`src/rtl/tag_lookup_ctrl.sv`:
```
// Arbitrated tag-RAM sequencer for a 2-way MSI L1: upd > snp > cpu (TAGCTL_RR_EN: snp/cpu round-robin).
// Latency: lookup ack -> rsp_valid 3 cycles; write ack -> RAM written at end of next cycle.
// Backpressure: requesters hold req until their 1-cycle ack; no grant while busy.
module tag_lookup_ctrl #(
    parameter  int AWIDTH = 3,
    parameter  int DWIDTH = 16,
    localparam int TAG_W  = DWIDTH - 2
) (
    input  logic              clock,
    input  logic              reset,
    input  logic              cpu_req,
    input  logic [AWIDTH-1:0] cpu_index,
    input  logic [TAG_W-1:0]  cpu_tag,
    output logic              cpu_ack,
    input  logic              snp_req,
    input  logic [AWIDTH-1:0] snp_index,
    input  logic [TAG_W-1:0]  snp_tag,
    output logic              snp_ack,
    input  logic              upd_req,
    input  logic [AWIDTH-1:0] upd_index,
    input  logic              upd_way,
    input  logic [1:0]        upd_state,
    input  logic [TAG_W-1:0]  upd_tag,
    output logic              upd_ack,
    output logic              rsp_valid,
    output logic              rsp_src,
    output logic              rsp_hit,
    output logic              rsp_way,
    output logic [1:0]        rsp_state,
    output logic              rsp_victim,
    output logic              rsp_multi_hit,
    output logic [AWIDTH-1:0] ram_addr,
    output logic [DWIDTH-1:0] ram_din,
    output logic              ram_we0,
    output logic              ram_we1,
    input  logic [DWIDTH-1:0] ram_dout0,
    input  logic [DWIDTH-1:0] ram_dout1,
    output logic              busy
);
    localparam int SETS = 1 << AWIDTH;

    typedef enum logic [2:0] {S_IDLE, S_WR, S_ISSUE, S_CMP, S_RESP} state_t;

    state_t              state_q, state_d;
    logic                gnt_upd, gnt_snp, gnt_cpu;
    logic                cpu_wins_tie;
    logic [AWIDTH-1:0]   ram_addr_q, ram_addr_d;
    logic [DWIDTH-1:0]   ram_din_q, ram_din_d;
    logic                ram_we0_q, ram_we0_d, ram_we1_q, ram_we1_d;
    logic [TAG_W-1:0]    tag_q, tag_d;
    logic                src_q, src_d;
    logic                upd_way_q, upd_way_d;
    logic                rsp_src_q, rsp_src_d, rsp_hit_q, rsp_hit_d;
    logic                rsp_way_q, rsp_way_d, rsp_victim_q, rsp_victim_d;
    logic                rsp_multi_q, rsp_multi_d;
    logic [1:0]          rsp_state_q, rsp_state_d;
    logic [SETS-1:0]     lru_q, lru_d;
    logic                vld0, vld1, hit0, hit1;

    function automatic logic entry_valid(input logic [1:0] st);
        return (st == 2'b01) || (st == 2'b10);
    endfunction

`ifdef TAGCTL_RR_EN
    logic rr_cpu_q, rr_cpu_d;

    always_comb begin
        rr_cpu_d = rr_cpu_q;
        if (gnt_snp)      rr_cpu_d = 1'b1;
        else if (gnt_cpu) rr_cpu_d = 1'b0;
    end

    always_ff @(posedge clock or posedge reset) begin
        if (reset) rr_cpu_q <= 1'b0;
        else       rr_cpu_q <= rr_cpu_d;
    end

    assign cpu_wins_tie = rr_cpu_q;
`else
    assign cpu_wins_tie = 1'b0;
`endif

    always_ff @(posedge clock or posedge reset) begin
        if (reset) state_q <= S_IDLE;
        else       state_q <= state_d;
    end

    always_comb begin
        state_d = state_q;
        case (state_q)
            S_IDLE: begin
                if (gnt_upd)                 state_d = S_WR;
                else if (gnt_snp || gnt_cpu) state_d = S_ISSUE;
            end
            S_WR:    state_d = S_IDLE;
            S_ISSUE: state_d = S_CMP;
            S_CMP:   state_d = S_RESP;
            S_RESP:  state_d = S_IDLE;
            default: state_d = S_IDLE;
        endcase
    end

    // Acks are combinational so the requester's fields are sampled in the grant cycle.
    always_comb begin
        gnt_upd = 1'b0;
        gnt_snp = 1'b0;
        gnt_cpu = 1'b0;
        if (state_q == S_IDLE && !reset) begin
            if (upd_req)                 gnt_upd = 1'b1;
            else if (snp_req && cpu_req) begin
                gnt_cpu = cpu_wins_tie;
                gnt_snp = !cpu_wins_tie;
            end
            else if (snp_req)            gnt_snp = 1'b1;
            else if (cpu_req)            gnt_cpu = 1'b1;
        end
        upd_ack   = gnt_upd;
        snp_ack   = gnt_snp;
        cpu_ack   = gnt_cpu;
        busy      = (state_q != S_IDLE);
        rsp_valid = (state_q == S_RESP);
    end

    always_comb begin
        vld0 = entry_valid(ram_dout0[DWIDTH-1 -: 2]);
        vld1 = entry_valid(ram_dout1[DWIDTH-1 -: 2]);
        hit0 = vld0 && (ram_dout0[TAG_W-1:0] == tag_q);
        hit1 = vld1 && (ram_dout1[TAG_W-1:0] == tag_q);
    end

    always_comb begin
        ram_addr_d   = ram_addr_q;
        ram_din_d    = ram_din_q;
        ram_we0_d    = 1'b0;
        ram_we1_d    = 1'b0;
        tag_d        = tag_q;
        src_d        = src_q;
        upd_way_d    = upd_way_q;
        rsp_src_d    = rsp_src_q;
        rsp_hit_d    = rsp_hit_q;
        rsp_way_d    = rsp_way_q;
        rsp_state_d  = rsp_state_q;
        rsp_victim_d = rsp_victim_q;
        rsp_multi_d  = rsp_multi_q;
        lru_d        = lru_q;
        case (state_q)
            S_IDLE: begin
                if (gnt_upd) begin
                    ram_addr_d = upd_index;
                    ram_din_d  = {upd_state, upd_tag};
                    ram_we0_d  = !upd_way;
                    ram_we1_d  = upd_way;
                    upd_way_d  = upd_way;
                end else if (gnt_snp) begin
                    ram_addr_d = snp_index;
                    tag_d      = snp_tag;
                    src_d      = 1'b1;
                end else if (gnt_cpu) begin
                    ram_addr_d = cpu_index;
                    tag_d      = cpu_tag;
                    src_d      = 1'b0;
                end
            end
            S_WR: lru_d[ram_addr_q] = !upd_way_q;
            S_CMP: begin
                rsp_src_d   = src_q;
                rsp_hit_d   = hit0 | hit1;
                rsp_multi_d = hit0 & hit1;
                rsp_way_d   = !hit0 && hit1;
                rsp_state_d = hit0 ? ram_dout0[DWIDTH-1 -: 2] :
                              hit1 ? ram_dout1[DWIDTH-1 -: 2] : 2'b00;
                // Fill an invalid way first; only a fully valid set consults LRU.
                rsp_victim_d = !vld0 ? 1'b0 : !vld1 ? 1'b1 : lru_q[ram_addr_q];
            end
            S_RESP: begin
                if (!rsp_src_q && rsp_hit_q) lru_d[ram_addr_q] = !rsp_way_q;
            end
            default: ;
        endcase
    end

    always_ff @(posedge clock or posedge reset) begin
        if (reset) begin
            ram_addr_q   <= '0;
            ram_din_q    <= '0;
            ram_we0_q    <= 1'b0;
            ram_we1_q    <= 1'b0;
            tag_q        <= '0;
            src_q        <= 1'b0;
            upd_way_q    <= 1'b0;
            rsp_src_q    <= 1'b0;
            rsp_hit_q    <= 1'b0;
            rsp_way_q    <= 1'b0;
            rsp_state_q  <= 2'b00;
            rsp_victim_q <= 1'b0;
            rsp_multi_q  <= 1'b0;
            lru_q        <= '0;
        end else begin
            ram_addr_q   <= ram_addr_d;
            ram_din_q    <= ram_din_d;
            ram_we0_q    <= ram_we0_d;
            ram_we1_q    <= ram_we1_d;
            tag_q        <= tag_d;
            src_q        <= src_d;
            upd_way_q    <= upd_way_d;
            rsp_src_q    <= rsp_src_d;
            rsp_hit_q    <= rsp_hit_d;
            rsp_way_q    <= rsp_way_d;
            rsp_state_q  <= rsp_state_d;
            rsp_victim_q <= rsp_victim_d;
            rsp_multi_q  <= rsp_multi_d;
            lru_q        <= lru_d;
        end
    end

    assign ram_addr      = ram_addr_q;
    assign ram_din       = ram_din_q;
    assign ram_we0       = ram_we0_q;
    assign ram_we1       = ram_we1_q;
    assign rsp_src       = rsp_src_q;
    assign rsp_hit       = rsp_hit_q;
    assign rsp_way       = rsp_way_q;
    assign rsp_state     = rsp_state_q;
    assign rsp_victim    = rsp_victim_q;
    assign rsp_multi_hit = rsp_multi_q;

endmodule

```
`config.mk`:
```
export PLATFORM = sky130hd
export DESIGN_NAME = tag_lookup_ctrl
export DESIGN_NICKNAME = d
export VERILOG_FILES = /design/src/rtl/tag_lookup_ctrl.sv
export SDC_FILE = /design/constraint.sdc
export NUM_CORES = 1
export LEC_CHECK = 0
export BUFFER_PORTS_ARGS = -buffer_cell sky130_fd_sc_hd__buf_4
export CAP_MARGIN = 20
export CELL_PAD_IN_SITES_DETAIL_PLACEMENT = 0
export CELL_PAD_IN_SITES_GLOBAL_PLACEMENT = 1
export CORE_UTILIZATION = 35
export CTS_CLUSTER_DIAMETER = 30
export DETAILED_ROUTE_END_ITERATION = 16
export PLACE_DENSITY_LB_ADDON = 0.1
export SYNTH_ARGS = -nofsm -noshare
export SYNTH_HDL_FRONTEND = slang
export SYNTH_SLANG_ARGS = --single-unit
export TNS_END_PERCENT = 100
```
`constraint.sdc`:
```
create_clock -name clock -period 2.85 [get_ports clock]
set_clock_uncertainty 0.2 [all_clocks]
set_input_delay 0.4275 -clock clock [delete_from_list [all_inputs] [get_ports clock]]
set_output_delay 0.4275 -clock clock [all_outputs]
set_load 0.05 [all_outputs]
```
Word-level counts from Yosys, hierarchy flattened
Index checks and enable logic that the tools add are counted.
{ "classes": {"n_addsub": 0, "mul": 0, "n_div": 0, "magnitude_cmp": 2, "eq_ne": 12, "n_shift": 0, "mux": 37, "bitwise_logic": 3, "reduce_logical": 25} }
{ "op_table": {"columns": ["operator", "n"], "rows": [
  ["14-bit equality test", 2],
  ["14-bit two-way mux", 2],
  ["1-bit two-way mux", 21],
  ["8-bit bitwise mux", 2],
  ["8-bit case mux with 2 select lines", 1],
  ["3-bit two-way mux", 5],
  ["3-bit case mux with 3 select lines", 1],
  ["8-bit two-way mux", 1],
  ["1-bit logical AND", 7],
  ["3-bit by 2-bit equality test with 1-bit output (second input constant)", 2],
  ["1-bit zero test", 6],
  ["2-bit AND reduction", 3],
  ["3-bit nonzero test", 2],
  ["2-bit by 1-bit equality test with 1-bit output (second input constant)", 2],
  ["2-bit equality test (second input constant)", 2],
  ["3-bit by 4-bit less-than comparator with 1-bit output (second input constant)", 1],
  ["2-bit two-way mux", 2],
  ["2-bit nonzero test", 2],
  ["1-bit binary-select mux with 3-bit select", 1],
  ["1-bit demux with 3-bit select", 1],
  ["3-bit by 1-bit equality test with 1-bit output (second input constant)", 1],
  ["3-bit equality test (second input constant)", 1],
  ["3-bit by 1-bit >= comparator with 1-bit output (second input constant)", 1],
  ["3-bit zero test", 1],
  ["7 further kinds", 9]
]} }
{ "word_totals": {"ff_bits": 55, "latch_bits": 0, "mem_bits_rw": 0, "mem_bits_ro": 0, "output_inout_bits": 33, "memories": 0} }

Logic depth before layout (Yosys ltp)
Gate-level depths: netlist (run 1).
{ "logic_depth": {"word_depth": 9, "ltp_mapped": 7, "ltp_nobuf": 5} }

Least setup slack after synthesis (run 1)
No wires, ideal clock.
{ "synth_timing": {"kind": "reg-to-reg", "start": "reg state_q[1]", "end": "reg lru_q[0]", "arrival_ns": 2.430, "required_time_ns": 2.525, "setup_slack_ns": 0.095, "stages_incl_launch_ff": 4, "synth_period_minus_slack_ns": 2.755, "path_cell_list": "dfrtp_1 nor3b_1 mux2i_1 mux2_2"} }
{ "synth_via": {"elab_chain_len": 3, "elab_cells_between_ends": 6, "cone_classes": "3 x eq/ne; 1 x mux; 2 x reduce/logical"} }
{ "synth_rtl": {"columns": ["item", "line_no", "source"], "rows": [
  ["start: declaration", "44", "state_t state_q, state_d;"],
  ["start signal: assignment", "85", "else state_q <= state_d;"],
  ["3-bit equality test *", null, null],
  ["named net rsp_valid", "25", "output logic rsp_valid,"],
  ["2-bit by 1-bit != test with 1-bit output (no source line) / 2-bit nonzero test (equally long branches)", null, null],
  ["2-bit AND reduction (no source line)", null, null],
  ["end signal: assignment", "212", "lru_q <= lru_d;"],
  ["end: declaration", "57", "logic [SETS-1:0] lru_q, lru_d;"]
]} }
The timed path passes the listed nets; every way through them passes the cells marked *.
A chain may end at the register's enable or synchronous reset.

Final worst setup path (run 1)
{ "layout_timing": {"start": "reg state_q[1]", "end": "out snp_ack"} }
{ "layout_via": {"elab_chain_len": 3} }
{ "layout_rtl": {"columns": ["item", "line_no", "source"], "rows": [
  ["3-bit zero test", "108", "if (state_q == S_IDLE && !reset) begin"],
  ["1-bit logical AND", "108", null],
  ["1-bit two-way mux", "108", null],
  ["end: declaration", "18", "output logic snp_ack,"]
]} }
Every way passes these cells.

==> results of run 1 <==
-- worst paths after layout --
kind | cells past startpoint | to | slack (ns)
min in group clock | 2 | ram_we0$_DFF_PP0_ | 0.06
setup reg to reg | 5 | rsp_state[0]$_DFFE_PP0P_ | 0.69
setup / recovery | 4 | snp_ack | 0.39
max in group asynchronous | 3 | tag_q[2]$_DFFE_PP0P_ | 1.87
hold / removal | 2 | ram_we0$_DFF_PP0_ | -0.01
hold reg to reg | 2 | ram_din[0]$_DFFE_PP0P_ | 0.28
-- cells in the mapped netlist (2+ instances only) --
| cell | n |
|---|---|
| sky130_fd_sc_hd__a21oi_1 | 5 |
| sky130_fd_sc_hd__and2_1 | 2 |
| sky130_fd_sc_hd__clkbuf_1 | 14 |
| sky130_fd_sc_hd__dfrtp_1 | 55 |
| sky130_fd_sc_hd__nand3b_1 | 4 |
| sky130_fd_sc_hd__xor2_1 | 4 |
| sky130_fd_sc_hd__nor2b_1 | 14 |
| sky130_fd_sc_hd__buf_2 | 2 |
| sky130_fd_sc_hd__nor4_1 | 2 |
| sky130_fd_sc_hd__mux2i_1 | 3 |
| sky130_fd_sc_hd__a31oi_1 | 15 |
| sky130_fd_sc_hd__o21ai_0 | 18 |
| sky130_fd_sc_hd__nor3b_1 | 2 |
| sky130_fd_sc_hd__nand4_1 | 5 |
| sky130_fd_sc_hd__mux2_2 | 8 |
| sky130_fd_sc_hd__a22oi_1 | 17 |
| sky130_fd_sc_hd__nand2b_1 | 4 |
| sky130_fd_sc_hd__nand3_1 | 5 |
| sky130_fd_sc_hd__xnor2_1 | 26 |
| sky130_fd_sc_hd__nand2_1 | 69 |
| sky130_fd_sc_hd__inv_1 | 5 |
| sky130_fd_sc_hd__a21o_1 | 2 |
| sky130_fd_sc_hd__nor2_1 | 10 |
-- cell families (layout without fill, tap and decap cells) --
kind of cell | Yosys count | after routing
xor gates and xnor gates | 30 | 30
buffers and inverters | 24 | 143
AOI/OAI and AO/OA | 61 | 61
muxes | 12 | 12
DFF | 55 | 55
and+or+nand+nor | 125 | 125
-- routing by layer --
layer  vias to the layer above  part of all wire, %
met5                         -                    0
met4                         0                  1.4
met3                         9                  5.4
met2                        83                   49
met1                      1235                   44
li1                       1287                    -
-- where the power goes --
group	internal (mW)	switching (mW)
combinational	0.858	1.31
clock	0.200	0.254
sequential	1.14	0.364
total	2.20	1.93
-- state kept, by name, summed over array words and instances (netlist names) --
signal and cells:
rsp_victim 1, ram_din 16, rsp_way 1, lru_q 8
rsp_state 2, ram_we1 1, ram_addr 3, ram_we0 1
rsp_hit 1, src_q 1, rsp_multi_hit 1, upd_way_q 1
tag_q 14, state_q 3, rsp_src 1
-- through the flow --
| step | cells | hold slack [ns] |
|---|---|---|
| 2_1_floorplan | 307 | 0.239 |
| 3_3_place_gp | 520 | 0.258 |
| 3_5_place_dp | 520 | 0.266 |
| 4_1_cts | 528 | 0.00444 |
| 5_1_grt | 528 | 0.0352 |
| 6_report | 528 | -0.00951 |
-- layout make-up --
cell class / count / area [µm²]
Clock buffer: 7 / 86.3
Clock inverter: 1 / 8.76
Fill cell: 764 / 3840
Inverter: 6 / 22.5
Multi-Input combinational cell: 228 / 1410
Sequential cell: 55 / 1380
Tap cell: 102 / 128
Timing Repair Buffer: 129 / 981
==> impl_metrics.sql, run 1 <==
INSERT INTO impl_metrics (metric_group, metric, value, unit) VALUES
('worst_setup_path', 'cp-startpoint', 'state_q[1]$_DFFE_PP0P_', ''),
('job', 'max_cap_violations', '0', ''),
('global_route', 'largest_net_degree_at_the_start_of_global_routing', '33', ''),
('global_route', 'globalRouteMet3Util', '3.78', '%'),
('global_route', 'gr-usage-all-layers', '19.8', '%'),
('yosys', 'synth_compound_area_share', '13.3', '%'),
('place', 'post-dp-hpwl', '6110', 'µm'),
('die', 'ioPinCount', '124', ''),
('timing', 'report.final.slew_viol_count', '0', ''),
('timing', 'setup_viol_count_final', '0', ''),
('worst_setup_path', 'worst-path-max-fanout', '6', ''),
('yosys', 'simple_logic_cell_fraction_of_the_synthesized_area', '21.5', '%'),
('worst_setup_path', 'critical_path_class', 'flop to output pin', ''),
('power', 'design_power_total', '4.13', 'mW'),
('cts', 'htree_num_levels', '2', ''),
('cts', 'cts.repair_timing.setup_buffer_count', '0', ''),
('cts', 'postCtsHoldBufs', '0', ''),
('yosys', 'share_of_synthesized_area_spent_on_multiplexers', '4.95', '%'),
('yosys', 'adder_cell_share_of_the_synthesized_area', '0', '%'),
('die', 'floorplan.rows', '32', ''),
('yosys', 'synth.yosys.seq_area_share', '47.8', '%'),
('timing', 'whs', '-0.00951', 'ns'),
('power', 'p_leak', '1.90', 'nW'),
('power', 'vdd_drop_max', '0.000631', 'V'),
('cts', 'worst_setup_hold_path_clk_slew', '0.10', 'ns'),
('yosys', 'ys_dominant_reg_cell', 'sky130_fd_sc_hd__dfrtp_1', ''),
('place', 'place.port_buffers', '123', ''),
('yosys', 'synth_enable_flop_cells', '0', ''),
('worst_setup_path', 'r2r_start', 'tag_q[9]$_DFFE_PP0P_', ''),
('global_route', 'antenna_violations_before_repair', '0', ''),
('timing', 'final_min_period_over_clock_period', '86.3', '%'),
('route', 'routed_wire_per_std_cell', '15.5', 'µm'),
('worst_setup_path', 'worstPathBufferInverterCount', '1', ''),
('yosys', 'largest_family_of_logic_cells_by_synthesized_area', 'simple AND/OR/NAND/NOR gates', ''),
('worst_setup_path', 'cpLargestDelayFamily', 'simple AND/OR/NAND/NOR gates', ''),
('cts', 'cts_root_buf', 'sky130_fd_sc_hd__clkbuf_8', ''),
('cells_and_area', 'post_route_cells_drive_above_1_share', '35.2', '%'),
('outcome', 'status', 'finished, violations left', ''),
('place', 'place_worst_setup_slack', '0.554', 'ns'),
('die', 'die-area', '8590', 'µm²'),
('route', 'dr_total_vias', '2614', ''),
('worst_setup_path', 'worstPathCellList', 'or3_1, nor3_4, and2_1, buf_4', ''),
('die', 'coreArea', '7850', 'µm²'),
('timing', 'post-route-worst-setup-slack', '0.392', 'ns'),
('route', 'number_of_routed_nets_with_antenna_violations', '0', ''),
('cells_and_area', 'flow.area_growth_from_synthesis', '39.2', '%'),
('route', 'drtIter0Drc', '89', ''),
('route', 'drc', '0', ''),
('outcome', 'violations_in_the_final_reports', 'hold timing', ''),
('worst_setup_path', 'worstSetupStartpointType', 'flop', ''),
('cells_and_area', 'fin_nets', '516', ''),
('yosys', 'synth_top_area_cell', 'sky130_fd_sc_hd__dfrtp_1', ''),
('die', 'vertical_die_dimension', '92.7', 'µm'),
('cts', 'numCtsBuffers', '5', ''),
('timing', 'relSlewSlack', '45.4', '%'),
('timing', 'hold_viol', '13', ''),
('yosys', 'syn_nets', '398', ''),
('die', 'initial_core_util', '36.7', '%'),
('timing', 'rsz0062_at_grt', 'false', ''),
('cells_and_area', 'post-route-cell-area', '4010', 'µm²'),
('global_route', 'global_route.peak_usage_layer', 'met2', ''),
('route', 'drt-pass1-iter-count', '4', ''),
('yosys', 'yosys.area.top_type_share', '47.8', '%'),
('yosys', 'syn_avg_cell_area', '9.38', 'µm²'),
('cells_and_area', 'diodes', '0', ''),
('place', 'placed_area', '3910', 'µm²'),
('worst_hold_path', 'min_path_type', 'input pin to asynchronous set/reset pin', ''),
('timing', 'tightestPinTransition', '0.811', 'ns'),
('yosys', 'yosys.area_share.xor_xnor', '9.13', '%'),
('worst_setup_path', 'required', '2.22', 'ns'),
('cells_and_area', 'post-route-util', '51.1', '%');
No activity file was read; power rests on OpenSTA's default activity.
==> inputs of run 2 (changes only) <==
--- a/config.mk
+++ b/config.mk
@@ -9,6 +9,7 @@
 export CAP_MARGIN = 20
 export CELL_PAD_IN_SITES_DETAIL_PLACEMENT = 0
 export CELL_PAD_IN_SITES_GLOBAL_PLACEMENT = 1
+export CORE_MARGIN = 5
 export CORE_UTILIZATION = 35
 export CTS_CLUSTER_DIAMETER = 30
 export DETAILED_ROUTE_END_ITERATION = 16
==> run 2 against run 1 <==
The flow now finishes without violations. Critical path depth grew 2. Clock power is 11% higher. Total power grew 1.5%. Sequential share of layout area is 0.14 points lower. Via count is 1.2% lower. Global-route usage decreased by 2.5 points. Register-to-register slack barely moved. Wire length increased by 5.8%.
==> impl_metrics.sql, run 2 (synthesized netlist as in run 1, its figures left out) <==
INSERT INTO impl_metrics (metric_group, metric, value, unit) VALUES
('cells_and_area', 'area.sequential', '1380', 'µm²'),
('global_route', 'first_global_vias', '2696', ''),
('global_route', 'antenna_violations_before_repair', '0', ''),
('timing', 'totalNegativeSetupSlack', '0', 'ns'),
('die', 'floorplan.rows', '33', ''),
('cells_and_area', 'post_route_cells_drive_above_1_share', '35.1', '%'),
('worst_setup_path', 'timing.critical_path.slowest_stage_cell', 'sky130_fd_sc_hd__dlygate4sd3_1', ''),
('timing', 'tightestPinTransition', '0.810', 'ns'),
('worst_setup_path', 'timing.critical_path.to_type', 'output pin', ''),
('die', 'die-area', '10100', 'µm²'),
('worst_setup_path', 'r2r_setup_slack', '0.70', 'ns'),
('worst_setup_path', 'critical_path.most_common_cell', 'sky130_fd_sc_hd__buf_4', ''),
('global_route', 'largest_net_degree_at_the_start_of_global_routing', '29', ''),
('worst_setup_path', 'cp.arrival', '2.02', 'ns'),
('global_route', 'grt_pass1_wl', '13800', 'µm'),
('job', 'max_cap_violations', '0', ''),
('worst_setup_path', 'timing.rr.end', 'ram_addr[2]$_DFFE_PP0P_', ''),
('power', 'p_leak', '1.91', 'nW'),
('cts', 'worst_setup_hold_path_clk_slew', '0.09', 'ns'),
('route', 'routed_wire_per_std_cell', '16.2', 'µm'),
('worst_setup_path', 'cp_num_cells', '6', ''),
('die', 'initial_core_util', '35.4', '%'),
('timing', 'report.final.slew_viol_count', '0', ''),
('cts', 'cts_tree', 'yes', ''),
('worst_setup_path', 'worstPathBufferInverterCount', '4', ''),
('power', 'switching_share_of_power', '46.2', '%'),
('cts', 'cts.path.max_buffers', '2', ''),
('global_route', 'gr-usage-all-layers', '17.3', '%'),
('power', 'vdd_drop_max', '0.000483', 'V'),
('timing', 'max_clock_freq', '0.378', 'GHz'),
('power', 'comb_power_share', '51.9', '%'),
('power', 'design_power_total', '4.20', 'mW'),
('timing', 'post-route-worst-setup-slack', '0.202', 'ns'),
('worst_setup_path', 'cp-startpoint', 'reset', ''),
('worst_setup_path', 'worst-path-max-fanout', '3', ''),
('die', 'chipWidth', '101', 'µm'),
('route', 'number_of_routed_nets_with_antenna_violations', '0', ''),
('die', 'ioPinCount', '124', ''),
('worst_setup_path', 'worstPathCellList', 'dlygate4sd3_1, buf_4, nor4_1, nand2_1, inv_1, buf_4', ''),
('cells_and_area', 'fin_nets', '518', ''),
('power', 'power_per_cell_area', '1040', 'nW/µm²'),
('route', 'route.final.wire_length', '8640', 'µm'),
('cells_and_area', 'diodes', '0', ''),
('worst_hold_path', 'min_path_type', 'input pin to flop', ''),
('worst_setup_path', 'cpLargestDelayFamily', 'buffers and inverters', ''),
('place', 'place.port_buffers', '123', ''),
('worst_setup_path', 'critPathMaxStageDelay', '0.54', 'ns'),
('route', 'dr_total_vias', '2582', ''),
('cells_and_area', 'area_taken_by_multi_input_logic_gates', '1410', 'µm²'),
('route', 'detail_route.vias_per_cell', '4.85', ''),
('route', 'drtIter0Drc', '81', ''),
('outcome', 'status', 'complete, no violations', ''),
('timing', 'final.min_clock_period', '2.65', 'ns'),
('place', 'post-dp-hpwl', '6740', 'µm'),
('timing', 'setup_viol_count_final', '0', ''),
('power', 'p_switching', '1.94', 'mW'),
('power', 'p_seq_share', '36.1', '%'),
('worst_setup_path', 'timing.reg2reg.worst_path_depth', '5', ''),
('cts', 'numCtsBuffers', '5', ''),
('route', 'drt-pass1-iter-count', '4', ''),
('worst_setup_path', 'endpoint', 'upd_ack', ''),
('die', 'vertical_die_dimension', '101', 'µm'),
('worst_setup_path', 'critical_path_class', 'input pin to output pin', ''),
('cells_and_area', 'most_frequent_cells_in_the_layout', 'sky130_fd_sc_hd__buf_4, sky130_fd_sc_hd__nand2_1, sky130_fd_sc_hd__dfrtp_1, sky130_fd_sc_hd__xnor2_1, sky130_fd_sc_hd__o21ai_0', ''),
('place', 'place.gp.congestion', '0.782', ''),
('worst_setup_path', 'r2r_start', 'state_q[1]$_DFFE_PP0P_', ''),
('global_route', 'grt-ovfl-total', '0', ''),
('timing', 'rsz0062_at_grt', 'false', ''),
('cts', 'worst_skew_late_latency', '0.30', 'ns'),
('cells_and_area', 'filler_cell_count', '803', ''),
('route', 'drc', '0', ''),
('cells_and_area', 'layout_commonest_cell', 'sky130_fd_sc_hd__buf_4', ''),
('cts', 'clock-sinks', '55', ''),
('timing', 'hold_viol', '0', ''),
('timing', 'final_min_period_over_clock_period', '92.9', '%'),
('power', 'pwr-share-clk', '12.0', '%'),
('die', 'coreArea', '8130', 'µm²'),
('cells_and_area', 'flow.area_growth_from_synthesis', '39.8', '%'),
('power', 'cell_internal_pwr', '2.26', 'mW'),
('cells_and_area', 'largest_register_ffs', '16', ''),
('worst_setup_path', 'required', '2.22', 'ns'),
('worst_setup_path', 'worstSetupStartpointType', 'input pin', ''),
('timing', 'relSlewSlack', '45.5', '%'),
('cts', 'cts_root_buf', 'sky130_fd_sc_hd__clkbuf_8', ''),
('cts', 'htree_num_levels', '2', ''),
('place', 'place_worst_setup_slack', '0.537', 'ns');
-- run 2: worst min-delay path by stage --
stage | end | cells after the start | start
after floorplan | rsp_src$_DFFE_PP0P_ | 2 | src_q$_DFFE_PP0P_
after global placement | rsp_multi_hit$_DFFE_PP0P_ | 2 | rsp_multi_hit$_DFFE_PP0P_
after detailed placement | rsp_src$_DFFE_PP0P_ | 2 | src_q$_DFFE_PP0P_
after CTS | ram_we0$_DFF_PP0_ | 2 | upd_way
after global routing | ram_we0$_DFF_PP0_ | 2 | upd_way
final | ram_we0$_DFF_PP0_ | 2 | upd_way
-- run 2: per-layer routing --
metal	track usage, %	up-vias	routed length (µm)
met4	4.04	0	57
met1	21.5	1228	3670
li1	-	1286	-
met2	29.8	64	4350
met5	0	-	0
met3	4.84	4	561
-- run 2: what timing repair did --
item	4_1_cts	5_1_grt
hold buffers	1	0
resized for setup	0	0
hold endpoints to repair	17	0
setup buffers	0	0
-- run 2: layout make-up --
type	instances	share of cell area (%)
inverters	6	0.560
repair buffers	131	24.5
well taps	105	3.26
flip-flops and latches	55	34.2
clock inverters	1	0.746
clock buffers	6	1.80
multi-input cells	228	34.9
-- run 2: metrics by stage --
| stage | std cells | area [µm²] | util, % | hold slack (ns) |
|---|---|---|---|---|
| 6_report | 532 | 4030 | 49.5 | 0.0813 |
| 5_1_grt | 532 | 4030 | 49.5 | 0.0679 |
| 4_1_cts | 532 | 4030 | 49.5 | 0.0731 |
| 3_5_place_dp | 524 | 3910 | 48.1 | 0.259 |
| 3_3_place_gp | 524 | 3910 | 48.1 | 0.257 |
| 2_1_floorplan | 307 | 2880 | - | 0.239 |
-- run 2: power groups by stage --
stage	registers (mW)	clock network [mW]	logic [mW]
global placement	1.53	0	2.18
detailed placement	1.54	0	2.20
floorplan	2.03	0	0.977
finish	1.52	0.502	2.18
CTS	1.52	0.518	2.20
global route	1.58	0.541	2.36
==> inputs of run 3 (changes only) <==
--- a/config.mk
+++ b/config.mk
@@ -10,7 +10,7 @@
 export CELL_PAD_IN_SITES_DETAIL_PLACEMENT = 0
 export CELL_PAD_IN_SITES_GLOBAL_PLACEMENT = 1
 export CORE_MARGIN = 5
-export CORE_UTILIZATION = 35
+export CORE_UTILIZATION = 37
 export CTS_CLUSTER_DIAMETER = 30
 export DETAILED_ROUTE_END_ITERATION = 16
 export PLACE_DENSITY_LB_ADDON = 0.1
==> constraint.sdc (replaced) <==
create_clock -name clock -period 3.2 [get_ports clock]
set_clock_uncertainty 0.2 [all_clocks]
set_input_delay 0.48 -clock clock [delete_from_list [all_inputs] [get_ports clock]]
set_output_delay 0.48 -clock clock [all_outputs]
set_load 0.05 [all_outputs]
==> run 3 against run 2 <==
Count of clock-buffer cells in the layout did not move. Die area is 4.9% lower. Hold slack improved by 0.035 ns. Non-clock buffer count down 1. Largest cell class unchanged. Highest routed layer unchanged.
==> impl_metrics.sql, run 3 (synthesized netlist as in run 1, its figures left out) <==
INSERT INTO impl_metrics (metric_group, metric, value, unit) VALUES
('cells_and_area', 'largest_register_ffs', '16', ''),
('die', 'floorplan.rows', '32', ''),
('timing', 'report.final.slew_viol_count', '0', ''),
('power', 'p_seq_share', '35.6', '%'),
('worst_setup_path', 'cp.arrival', '2.11', 'ns'),
('cts', 'cts_root_buf', 'sky130_fd_sc_hd__clkbuf_8', ''),
('global_route', 'first_global_vias', '2710', ''),
('place', 'place.gp.congestion', '0.809', ''),
('cts', 'clock-sinks', '55', ''),
('power', 'p_switching', '1.72', 'mW'),
('worst_hold_path', 'min_path_type', 'input pin to flop', ''),
('route', 'dr_total_vias', '2601', ''),
('timing', 'hold_viol', '0', ''),
('cells_and_area', 'flow.area_growth_from_synthesis', '40.1', '%'),
('route', 'drtIter0Drc', '66', ''),
('power', 'p_leak', '1.91', 'nW'),
('route', 'route.final.wire_length', '8400', 'µm'),
('cells_and_area', 'post_route_cells_drive_above_1_share', '35.4', '%'),
('cells_and_area', 'fin_nets', '517', ''),
('cts', 'cts.path.max_buffers', '2', ''),
('cts', 'worst_setup_hold_path_clk_slew', '0.11', 'ns'),
('cells_and_area', 'area_taken_by_multi_input_logic_gates', '1410', 'µm²'),
('timing', 'tightestPinTransition', '0.794', 'ns'),
('worst_setup_path', 'r2r_setup_slack', '0.84', 'ns'),
('timing', 'final_min_period_over_clock_period', '87.3', '%'),
('timing', 'final.min_clock_period', '2.79', 'ns'),
('global_route', 'gr-usage-all-layers', '17.5', '%'),
('timing', 'max_clock_freq', '0.358', 'GHz'),
('cts', 'htree_num_levels', '2', ''),
('timing', 'rsz0062_at_grt', 'false', ''),
('power', 'cell_internal_pwr', '2.04', 'mW'),
('route', 'routed_wire_per_std_cell', '15.9', 'µm'),
('worst_setup_path', 'critical_path_class', 'input pin to output pin', ''),
('timing', 'relSlewSlack', '46.6', '%'),
('worst_setup_path', 'required', '2.52', 'ns'),
('cells_and_area', 'area.sequential', '1380', 'µm²'),
('power', 'comb_power_share', '51.3', '%'),
('route', 'detail_route.vias_per_cell', '4.92', ''),
('cts', 'postCtsHoldBufs', '1', ''),
('die', 'vertical_die_dimension', '98.2', 'µm'),
('worst_setup_path', 'worstSetupStartpointType', 'input pin', ''),
('die', 'chipWidth', '98.2', 'µm'),
('timing', 'post-route-worst-setup-slack', '0.405', 'ns'),
('worst_setup_path', 'cp-startpoint', 'reset', ''),
('die', 'coreArea', '7650', 'µm²'),
('power', 'design_power_total', '3.76', 'mW'),
('cts', 'cts_tree', 'yes', ''),
('die', 'die-area', '9650', 'µm²'),
('worst_setup_path', 'timing.rr.end', 'ram_addr[2]$_DFFE_PP0P_', ''),
('place', 'placed_cells', '520', ''),
('cts', 'numCtsBuffers', '5', ''),
('cts', 'post_cts.resized_instances', '0', ''),
('worst_setup_path', 'r2r_start', 'state_q[1]$_DFFE_PP0P_', ''),
('cts', 'worst_skew_late_latency', '0.31', 'ns'),
('worst_setup_path', 'timing.reg2reg.worst_path_depth', '5', ''),
('place', 'place.port_buffers', '123', ''),
('cells_and_area', 'most_frequent_cells_in_the_layout', 'sky130_fd_sc_hd__buf_4, sky130_fd_sc_hd__nand2_1, sky130_fd_sc_hd__dfrtp_1, sky130_fd_sc_hd__xnor2_1, sky130_fd_sc_hd__o21ai_0', ''),
('power', 'vdd_drop_max', '0.000269', 'V'),
('cells_and_area', 'filler_cell_count', '745', ''),
('job', 'max_cap_violations', '0', ''),
('route', 'number_of_routed_nets_with_antenna_violations', '0', ''),
('timing', 'totalNegativeSetupSlack', '0', 'ns'),
('power', 'switching_share_of_power', '45.8', '%'),
('worst_setup_path', 'worst-path-max-fanout', '11', ''),
('place', 'post-dp-hpwl', '6490', 'µm'),
('cells_and_area', 'post_layout_nonfiller_instances', '529', ''),
('worst_hold_path', 'hold_path.startpoint', 'upd_way', ''),
('outcome', 'status', 'complete, no violations', ''),
('global_route', 'grt_pass1_wl', '13600', 'µm'),
('timing', 'setup_viol_count_final', '0', ''),
('die', 'initial_core_util', '37.6', '%'),
('cells_and_area', 'diodes', '0', ''),
('global_route', 'largest_net_degree_at_the_start_of_global_routing', '29', ''),
('global_route', 'antenna_violations_before_repair', '0', ''),
('power', 'power_per_cell_area', '932', 'nW/µm²'),
('timing', 'whs', '0.117', 'ns'),
('power', 'pwr-share-clk', '13.2', '%'),
('worst_setup_path', 'timing.critical_path.to_type', 'output pin', ''),
('route', 'drt-pass1-iter-count', '4', ''),
('route', 'drc', '0', ''),
('place', 'place_worst_setup_slack', '0.794', 'ns'),
('global_route', 'grt-ovfl-total', '0', ''),
('die', 'ioPinCount', '124', ''),
('cts', 'cts.repair_timing.setup_buffer_count', '0', ''),
('worst_setup_path', 'endpoint', 'cpu_ack', ''),
('cells_and_area', 'layout_commonest_cell', 'sky130_fd_sc_hd__buf_4', ''),
('worst_hold_path', 'timing.hold.worst_path_depth', '2', '');
run 3: cell types whose count changed in the layout (fill, tap and decap cells not counted):
cell / delta
sky130_fd_sc_hd__clkbuf_8: +1
sky130_fd_sc_hd__inv_6: +1
sky130_fd_sc_hd__clkbuf_1: -1
sky130_fd_sc_hd__buf_4: -1
run 3: metrics by stage:
step | util, % | instance area [µm²]
3_5_place_dp | 51.0 | 3900
3_3_place_gp | 51.0 | 3900
5_1_grt | 52.7 | 4030
4_1_cts | 52.7 | 4030
2_1_floorplan | - | 2880
6_report | 52.7 | 4030
run 3: worst min path at each step:
stage	end	slack, ns
6_report	ram_we0$_DFF_PP0_	0.12
5_1_grt	ram_we0$_DFF_PP0_	0.11
4_1_cts	ram_we0$_DFF_PP0_	0.11
3_3_place_gp	ram_din[6]$_DFFE_PP0P_	0.26
3_5_place_dp	ram_din[5]$_DFFE_PP0P_	0.26
2_1_floorplan	rsp_src$_DFFE_PP0P_	0.24
run 3: power by group through the flow:
stage | sequential (mW) | combinational [mW] | clock, mW
global placement | 1.35 | 1.92 | 0
detailed placement | 1.35 | 1.94 | 0
global route | 1.39 | 2.09 | 0.537
CTS | 1.34 | 1.95 | 0.511
floorplan | 1.81 | 0.870 | 0
finish | 1.34 | 1.93 | 0.495
run 3: critical path: stages:
cell                            delay [ns]
sky130_fd_sc_hd__dlygate4sd3_1        0.54
sky130_fd_sc_hd__buf_4                0.16
sky130_fd_sc_hd__nor3_4               0.50
sky130_fd_sc_hd__nand2_1              0.15
sky130_fd_sc_hd__inv_1                0.09
sky130_fd_sc_hd__buf_4                0.19
run 3: per-layer routing:
metal / vias to the layer above / part of all wire [%] / routed length [µm] / global-route usage, %
met4: 0 / 1.1 / 91 / 4.10
met2: 89 / 47 / 3980 / 28.6
met5: - / 0 / 0 / 0
li1: 1288 / - / - / -
met1: 1213 / 44 / 3710 / 22.9
met3: 11 / 7.3 / 616 / 5.21
run 3: layout make-up:
class                           count  share of cell area (%)
Multi-Input combinational cell    228                    34.9
Clock inverter                      2                   0.962
Clock buffer                        6                    2.05
Timing Repair Buffer              130                    24.3
Tap cell                          102                    3.16
Sequential cell                    55                    34.1
Inverter                            6                   0.558
